### src/rtl/floor_request_scheduler.sv
// floor_request_scheduler
// Turns raw call buttons into pending requests and presents one SCAN-ordered
// one-hot target floor to the elevator controller.
// Ports:
//   clk, rst     clock and asynchronous active-high reset
//   call_btn     raw asynchronous call buttons, bit i = floor i
//   floor_pos    one-hot floor sensor, zero between floors
//   door_open    door status from the elevator controller
//   target       registered one-hot floor request (zero = no request)
//   pending      registered pending-request lamps
//   req_valid    registered, equals |target
//   dir_up       registered, high while moving up
//   dir_dn       registered, high while moving down
module floor_request_scheduler #(
  parameter int unsigned NFLOORS = 3
) (
  input  logic               clk,
  input  logic               rst,
  input  logic [NFLOORS-1:0] call_btn,
  input  logic [NFLOORS-1:0] floor_pos,
  input  logic               door_open,
  output logic [NFLOORS-1:0] target,
  output logic [NFLOORS-1:0] pending,
  output logic               req_valid,
  output logic               dir_up,
  output logic               dir_dn
);

  localparam int unsigned IW = (NFLOORS > 1) ? $clog2(NFLOORS) : 1;

  typedef enum logic [1:0] {
    IDLE = 2'd0,
    UP   = 2'd1,
    DOWN = 2'd2
  } state_t;

  state_t state, state_next;

  logic [NFLOORS-1:0] s1, s2, s3;
  logic [NFLOORS-1:0] last_floor;
  logic [NFLOORS-1:0] press, serve, pending_next;
  logic [NFLOORS-1:0] above, below, here;
  logic [NFLOORS-1:0] up_tgt, dn_tgt, target_next;
  logic [IW-1:0]      cur_idx, up_idx, dn_idx, dist_up, dist_dn;
  logic               any_above, any_below, pos_onehot;

  // Two-flop synchronizer plus one extra stage for rising-edge detection
  always_ff @(posedge clk or posedge rst) begin
    if (rst) begin
      s1 <= '0;
      s2 <= '0;
      s3 <= '0;
    end else begin
      s1 <= call_btn;
      s2 <= s1;
      s3 <= s2;
    end
  end

  assign press = s2 & ~s3;

  // Zero (between floors) or multi-hot (sensor fault) keeps the last good floor
  assign pos_onehot = (floor_pos != '0) &&
                      ((floor_pos & (floor_pos - NFLOORS'(1))) == '0);

  always_ff @(posedge clk or posedge rst) begin
    if (rst) begin
      last_floor <= NFLOORS'(1);
    end else if (pos_onehot) begin
      last_floor <= floor_pos;
    end
  end

  // A clear at the served floor wins over a press arriving in the same cycle
  assign serve        = {NFLOORS{door_open}} & last_floor;
  assign pending_next = (pending | press) & ~serve;

  // Split requests around the car and find the nearest one on each side
  always_comb begin
    cur_idx = '0;
    for (int i = 0; i < NFLOORS; i++) begin
      if (last_floor[i]) cur_idx = IW'(i);
    end

    above = '0;
    below = '0;
    for (int i = 0; i < NFLOORS; i++) begin
      if (IW'(i) > cur_idx) above[i] = pending_next[i];
      if (IW'(i) < cur_idx) below[i] = pending_next[i];
    end
    here = pending_next & last_floor;

    any_above = |above;
    any_below = |below;

    up_idx = '0;
    for (int i = NFLOORS - 1; i >= 0; i--) begin
      if (above[i]) up_idx = IW'(i);
    end
    dn_idx = '0;
    for (int i = 0; i < NFLOORS; i++) begin
      if (below[i]) dn_idx = IW'(i);
    end

    dist_up = up_idx - cur_idx;
    dist_dn = cur_idx - dn_idx;

    up_tgt = '0;
    dn_tgt = '0;
    for (int i = 0; i < NFLOORS; i++) begin
      up_tgt[i] = any_above && (IW'(i) == up_idx);
      dn_tgt[i] = any_below && (IW'(i) == dn_idx);
    end
  end

  // SCAN next-state and next-target selection
  always_comb begin
    state_next  = state;
    target_next = '0;
    case (state)
      IDLE: begin
        if (!any_above && !any_below) begin
          target_next = here;
        end else if (any_above && (!any_below || (dist_up <= dist_dn))) begin
          state_next  = UP;
          target_next = up_tgt;
        end else begin
          state_next  = DOWN;
          target_next = dn_tgt;
        end
      end
      UP: begin
        if (any_above) begin
          target_next = up_tgt;
        end else if (any_below) begin
          state_next  = DOWN;
          target_next = dn_tgt;
        end else begin
          state_next  = IDLE;
          target_next = here;
        end
      end
      DOWN: begin
        if (any_below) begin
          target_next = dn_tgt;
        end else if (any_above) begin
          state_next  = UP;
          target_next = up_tgt;
        end else begin
          state_next  = IDLE;
          target_next = here;
        end
      end
      default: begin
        state_next  = IDLE;
        target_next = '0;
      end
    endcase
  end

  // State and registered outputs
  always_ff @(posedge clk or posedge rst) begin
    if (rst) begin
      state     <= IDLE;
      pending   <= '0;
      target    <= '0;
      req_valid <= 1'b0;
      dir_up    <= 1'b0;
      dir_dn    <= 1'b0;
    end else begin
      state     <= state_next;
      pending   <= pending_next;
      target    <= target_next;
      req_valid <= |target_next;
      dir_up    <= (state_next == UP);
      dir_dn    <= (state_next == DOWN);
    end
  end

endmodule

### config.mk
export PLATFORM = sky130hd
export DESIGN_NAME = floor_request_scheduler
export DESIGN_NICKNAME = d
export VERILOG_FILES = /design/src/rtl/floor_request_scheduler.sv
export SDC_FILE = /design/constraint.sdc
export NUM_CORES = 1
export LEC_CHECK = 0
export CAP_MARGIN = 15
export CORE_MARGIN = 1
export CORE_UTILIZATION = 40
export CTS_CLUSTER_DIAMETER = 200
export DETAILED_ROUTE_END_ITERATION = 12
export PLACE_DENSITY_LB_ADDON = 0.05
export SYNTH_ARGS = -nofsm -noshare
export SYNTH_HDL_FRONTEND = slang
export SYNTH_SLANG_ARGS = --single-unit
### constraint.sdc
create_clock -name clk -period 4.8 [get_ports clk]
set_input_delay 0.72 -clock clk [delete_from_list [all_inputs] [get_ports clk]]
set_output_delay 0.72 -clock clk [all_outputs]
set_load 0.01 [all_outputs]
Word-level counts from Yosys, hierarchy flattened
Cells that the tools add are included.
W data, S select, Z words.
{"block": "classes", "addsub": 3, "eq_ne": 8, "reduce_logical": 20, "mux": 27, "order_cmp": 7, "bitwise_logic": 8}
{"op": "$mux W2", "n": 10}
{"op": "$mux W3", "n": 6}
{"op": "$and A3 B3 Y3", "n": 5}
{"op": "$logic_and A1 B1 Y1", "n": 9}
{"op": "$mux W1", "n": 9}
{"op": "$pmux W3 S3", "n": 1}
{"op": "$reduce_or A3 Y1", "n": 3}
{"op": "$logic_not A2 Y1", "n": 3}
{"op": "$not A3 Y3", "n": 2}
{"op": "$pmux W2 S3", "n": 1}
{"op": "$eq A1 B2 Y1 const A", "n": 2}
{"op": "$eq A2 B1 Y1 const B", "n": 2}
{"op": "$eq A2 B2 Y1 const A", "n": 2}
{"op": "$eq A2 B2 Y1 const B", "n": 2}
{"op": "$gt A1 B2 Y1 const A", "n": 2}
{"op": "$lt A1 B2 Y1 const A", "n": 2}
{"op": "$sub A2 B2 Y2", "n": 2}
{"op": "$logic_not A3 Y1", "n": 1}
{"op": "$or A3 B3 Y3", "n": 1}
{"op": "$reduce_bool A3 Y1", "n": 1}
{"op": "$sub A3 B1 Y3 const B", "n": 1}
{"op": "$gt A2 B2 Y1 const A", "n": 1}
{"op": "$le A2 B2 Y1", "n": 1}
{"op": "$logic_not A1 Y1", "n": 2}
{"op": "other kinds (2)", "n": 2}
{"block": "totals", "inputBits": 9, "output_inout_bits": 9, "word_cells": 83, "regBits": 23}

Logic depth before layout (Yosys ltp)
{"block": "depth", "word_depth": 16, "ltp_mapped": 12, "mapped_depth_nobuf": 11}

Worst setup path after synthesis
Ideal clock, no wire load.
{"block": "synth_path", "kind": "input to register", "startpoint": "input door_open", "endpoint": "register req_valid", "required_ns": 4.664, "setup_time_ns": 0.136, "stages": 11, "slack_ns": 2.645, "n_path_buf": 0, "arrival_ns": 2.019, "cell_sequence": "nand2_1 > o21ai_2 > inv_2 > nand2_1 > o21ai_0 > ha_1 > nand2_1 > o211ai_1 > a22o_1 > a41oi_1 > o211ai_1"}
{"block": "synth_between", "elab_cells_between_ends": 45, "classes_between": "add/sub: 2; order compare: 1; eq/ne: 4; mux: 18; bitwise: 4; reduce/logical: 16"}
{"element": "start: declaration", "line_no": "21", "rtl": "input logic door_open,"}
{"element": "$and A3 B3 Y3 (*)", "line_no": "75", "rtl": "assign serve = {NFLOORS{door_open}} & last_floor;"}
{"element": "$not A3 Y3 (*)", "line_no": "76", "rtl": "assign pending_next = (pending | press) & ~serve;"}
{"element": "$and A3 B3 Y3 (*)", "line_no": "76"}
{"element": "named net pending_next[1]", "line_no": "41", "rtl": "logic [NFLOORS-1:0] press, serve, pending_next;"}
{"element": "$mux W1, on equally long branches", "line_no": "88, 89"}
{"element": "$mux W2 or $mux W1 (tied branches)", "line_no": "98, 102"}
{"element": "$mux W2, on equally long branches", "line_no": "98, 102"}
{"element": "$sub A2 B2 Y2, on equally long branches", "line_no": "105, 106"}
{"element": "$le A2 B2 Y1", "line_no": "124", "rtl": "end else if (any_above && (!any_below || (dist_up <= dist_dn))) begin"}
{"element": "$logic_or A1 B1 Y1", "line_no": "124"}
{"element": "$logic_and A1 B1 Y1", "line_no": "124"}
{"element": "$mux W3", "line_no": "124"}
{"element": "$mux W3", "line_no": "122", "rtl": "if (!any_above && !any_below) begin"}
{"element": "$pmux W3 S3 (*)", "line_no": "120", "rtl": "case (state)"}
{"element": "$reduce_or A3 Y1 (*)", "line_no": "174", "rtl": "req_valid <= |target_next;"}
{"element": "end signal: assignment", "line_no": "174"}
{"element": "end: declaration", "line_no": "24", "rtl": "output logic req_valid,"}
Mark *: on every way through the listed nets, which the timed path passes. The rest lies on a longest branch.
A chain may end at the register's enable or synchronous reset.

Worst setup path in the final report
Same ends and word-level chain as after synthesis.

==> impl_metrics.env <==
export IMPL_grt_pass1_wl_mm=3.51
export IMPL_rows=18
export IMPL_syn_num_nets=112
export IMPL_yosys_area_top_type_share_pct=50.5
export IMPL_grt_max_degree=24
export IMPL_cpMostUsedCell="nand2_1"
export IMPL_finalHoldViolCount=0
export IMPL_cpMaxStageDelayCell="clkdlybuf4s50_1"
export IMPL_synth_seq_cells=23
export IMPL_area_delta_synth_final_pct=18.8
export IMPL_avgSynthCellArea_um2=10.8
export IMPL_synth_distinct_cells=37
export IMPL_grt_usage_pct=17.1
export IMPL_yosys_most_used_dff="dfrtp_1"
export IMPL_synth_area_um2=1090
export IMPL_critPathKind="primary input to flip-flop"
export IMPL_synthArstFlopShare_pct=100
export IMPL_dpl_cell_area_um2=1270
export IMPL_grt_overflow_total=0
export IMPL_hold_path_class="flip-flop to flip-flop"
export IMPL_max_freq_mhz=386
export IMPL_ir_drop_uv=241
export IMPL_htreeDepth=1
export IMPL_firstDrtPassIters=5
export IMPL_gp_congestion=0.834
export IMPL_crit_family="compound AO/OA/AOI/OAI gates"
export IMPL_slowest_delay_ps=550
export IMPL_numCtsBuffers=3
export IMPL_setup_tns_ps=0
export IMPL_drt_first_iter_violations=18
export IMPL_endpoint_kind="flip-flop"
export IMPL_pin_count=18
export IMPL_ant_nets=0
export IMPL_hpwl_mm=1.56
export IMPL_remaining_drc_errors=0
export IMPL_skew_ps=7.77
export IMPL_post_cts_resized=0
export IMPL_synth_edf_count=0
export IMPL_outcome="complete, no violations"
export IMPL_ys_top_cells_by_count="dfrtp_1 (22), a21oi_1 (12), nand2_1 (11)"
export IMPL_cp_arrival_ps=2790
export IMPL_design_area_um2=1290
export IMPL_vias=850
export IMPL_cts_root_buf="clkbuf_4"
export IMPL_core_area_um2=2520
export IMPL_grt_pass1_vias=773
export IMPL_p_leak_nw=0.561
export IMPL_ctsHoldBuffers=0
export IMPL_die_area_um2=2940
export IMPL_synth_area_top_cells="dfrtp_1 (51%), a21oi_1 (5.5%), nand2_1 (3.8%)"
export IMPL_power_density_nw_per_um2=451
export IMPL_yosys_warnings=0
export IMPL_synthCells=101
export IMPL_drive_above_1_share_pct=13.4
export IMPL_drv_slew=0
export IMPL_setup_viol=0
export IMPL_cts_sinks=23
export IMPL_path_buf_inv=2
export IMPL_synth_most_common_cell="dfrtp_1"
export IMPL_tightest_slew_ps=843
export IMPL_fillers=240
export IMPL_worstPathMaxFanout=5
export IMPL_cts_tree="yes"
export IMPL_min_period_ps=2590
export IMPL_grt_setup_unrepaired="no"
export IMPL_fin_util_pct=51.3
export IMPL_clkTransAtPathRegs_ps=130
export IMPL_start_util_pct=43.2
export IMPL_io_buffers=17
export IMPL_crit_chain="clkdlybuf4s50_1 -> nand2_1 -> o21ai_2 -> inv_2 -> nand2_1 -> o21ai_0 -> ha_1 -> nand2_1 -> o211ai_1 -> a22o_1 -> a41oi_1 -> o211ai_1"
export IMPL_cts_setup_buffers=0
export IMPL_worstPathRequired_ps=4990
export IMPL_wl_mm=2.07
export IMPL_start_kind="primary input"
export IMPL_fin_crit_sh_pct=54.0
export IMPL_synth_top_cell_by_area="dfrtp_1"
export IMPL_n_antenna_cell=0
export IMPL_fp_dieH_um=54.2
export IMPL_antenna_found_initial=0
export IMPL_slew_headroom_pct=43.8
export IMPL_clock_path_buffers=2
export IMPL_via_per_inst=5.70
export IMPL_die_width_um=54.2
export IMPL_maxCapViolCount=0
export IMPL_synth_seq_area_share_pct=52.9
export IMPL_nets=131
export IMPL_worstSkewPairLatency_ps=310
export IMPL_wire_per_inst_um=13.9
cell families (layout without fill, tap and decap cells):
logic type	count (synthesis)	count (layout)	synth area share, %
compound gates	39	39	25.0
fa+ha+maj	2	2	2.30
flops	23	23	52.9
simple gates	25	25	13.3
buf+inv	11	29	5.62
xor+xnor	1	1	0.804
registers in the layout (all words and copies together) (netlist names):
name	count
s1	3
dir_up	1
s3	3
req_valid	1
target	3
s2	3
pending	3
dir_dn	1
last_floor	3
state	2
final timing paths:
path	from	end	slack, ps	cells after the start
min in group asynchronous	rst	s2[2]$_DFF_PP0_	850	2
worst max register to register	s2[2]$_DFF_PP0_	target[0]$_DFF_PP0_	2440	10
max in group asynchronous	rst	last_floor[2]$_DFFE_PP0P_	3420	2
worst min-delay path	s1[2]$_DFF_PP0_	s2[2]$_DFF_PP0_	370	0
worst max-delay path	door_open	req_valid$_DFF_PP0_	2210	12
worst min register to register	s1[2]$_DFF_PP0_	s2[2]$_DFF_PP0_	370	0
metal layers:
layer | share of wire (%) | wire length (um) | track usage, %
met3 | 3.8 | 79 | 2.82
met2 | 45 | 933 | 26.0
met5 | 0 | 0 | 0
met4 | 2.0 | 42 | 7.69
met1 | 49 | 1010 | 23.5
placed cells by master (no fill, tap or decap), types with 2 or more instances in the layout:
cell,n
dfrtp_1,22
clkdlybuf4s50_1,17
a21oi_1,12
nand2_1,11
o21ai_0,8
inv_1,6
o21ai_2,3
o211ai_1,3
nor2_1,3
clkbuf_4,3
nor2b_4,2
clkinv_2,2
o32ai_1,2
ha_1,2
area by class of cell:
type / instances / area [um^2] / share of cell area [%]
inverters: 8 / 31.3 / 2.42
clock inverters: 1 / 5.00 / 0.386
repair buffers: 17 / 170 / 13.1
multi-input cells: 67 / 452 / 34.9
clock buffers: 3 / 22.5 / 1.74
well taps: 30 / 37.5 / 2.90
flip-flops and latches: 23 / 577 / 44.5
worst reg2reg max path: cells and delay by family, from the launching register on:
family,cells,cell delay [ps]
AOI/OAI and AO/OA,5,910
adders and majority gates,1,310
DFF,1,430
and+or+nand+nor,4,590
where the power goes:
part / switching (mW) / internal (mW) / leakage, nW
registers: 0.0390 / 0.234 / 0.275
clock network: 0.0593 / 0.0311 / 0.0177
logic: 0.111 / 0.110 / 0.268
metrics by stage:
step | hold slack [ps] | instances | total power, mW | setup WS [ps]
floorplan | 331 | 101 | 0.415 | 2650
global placement | 335 | 145 | 0.493 | 1930
detailed placement | 339 | 145 | 0.497 | 1910
CTS | 368 | 149 | 0.589 | 2240
global route | 376 | 149 | 0.629 | 2060
finish | 365 | 149 | 0.584 | 2210
(Power assumes the default switching activity.)
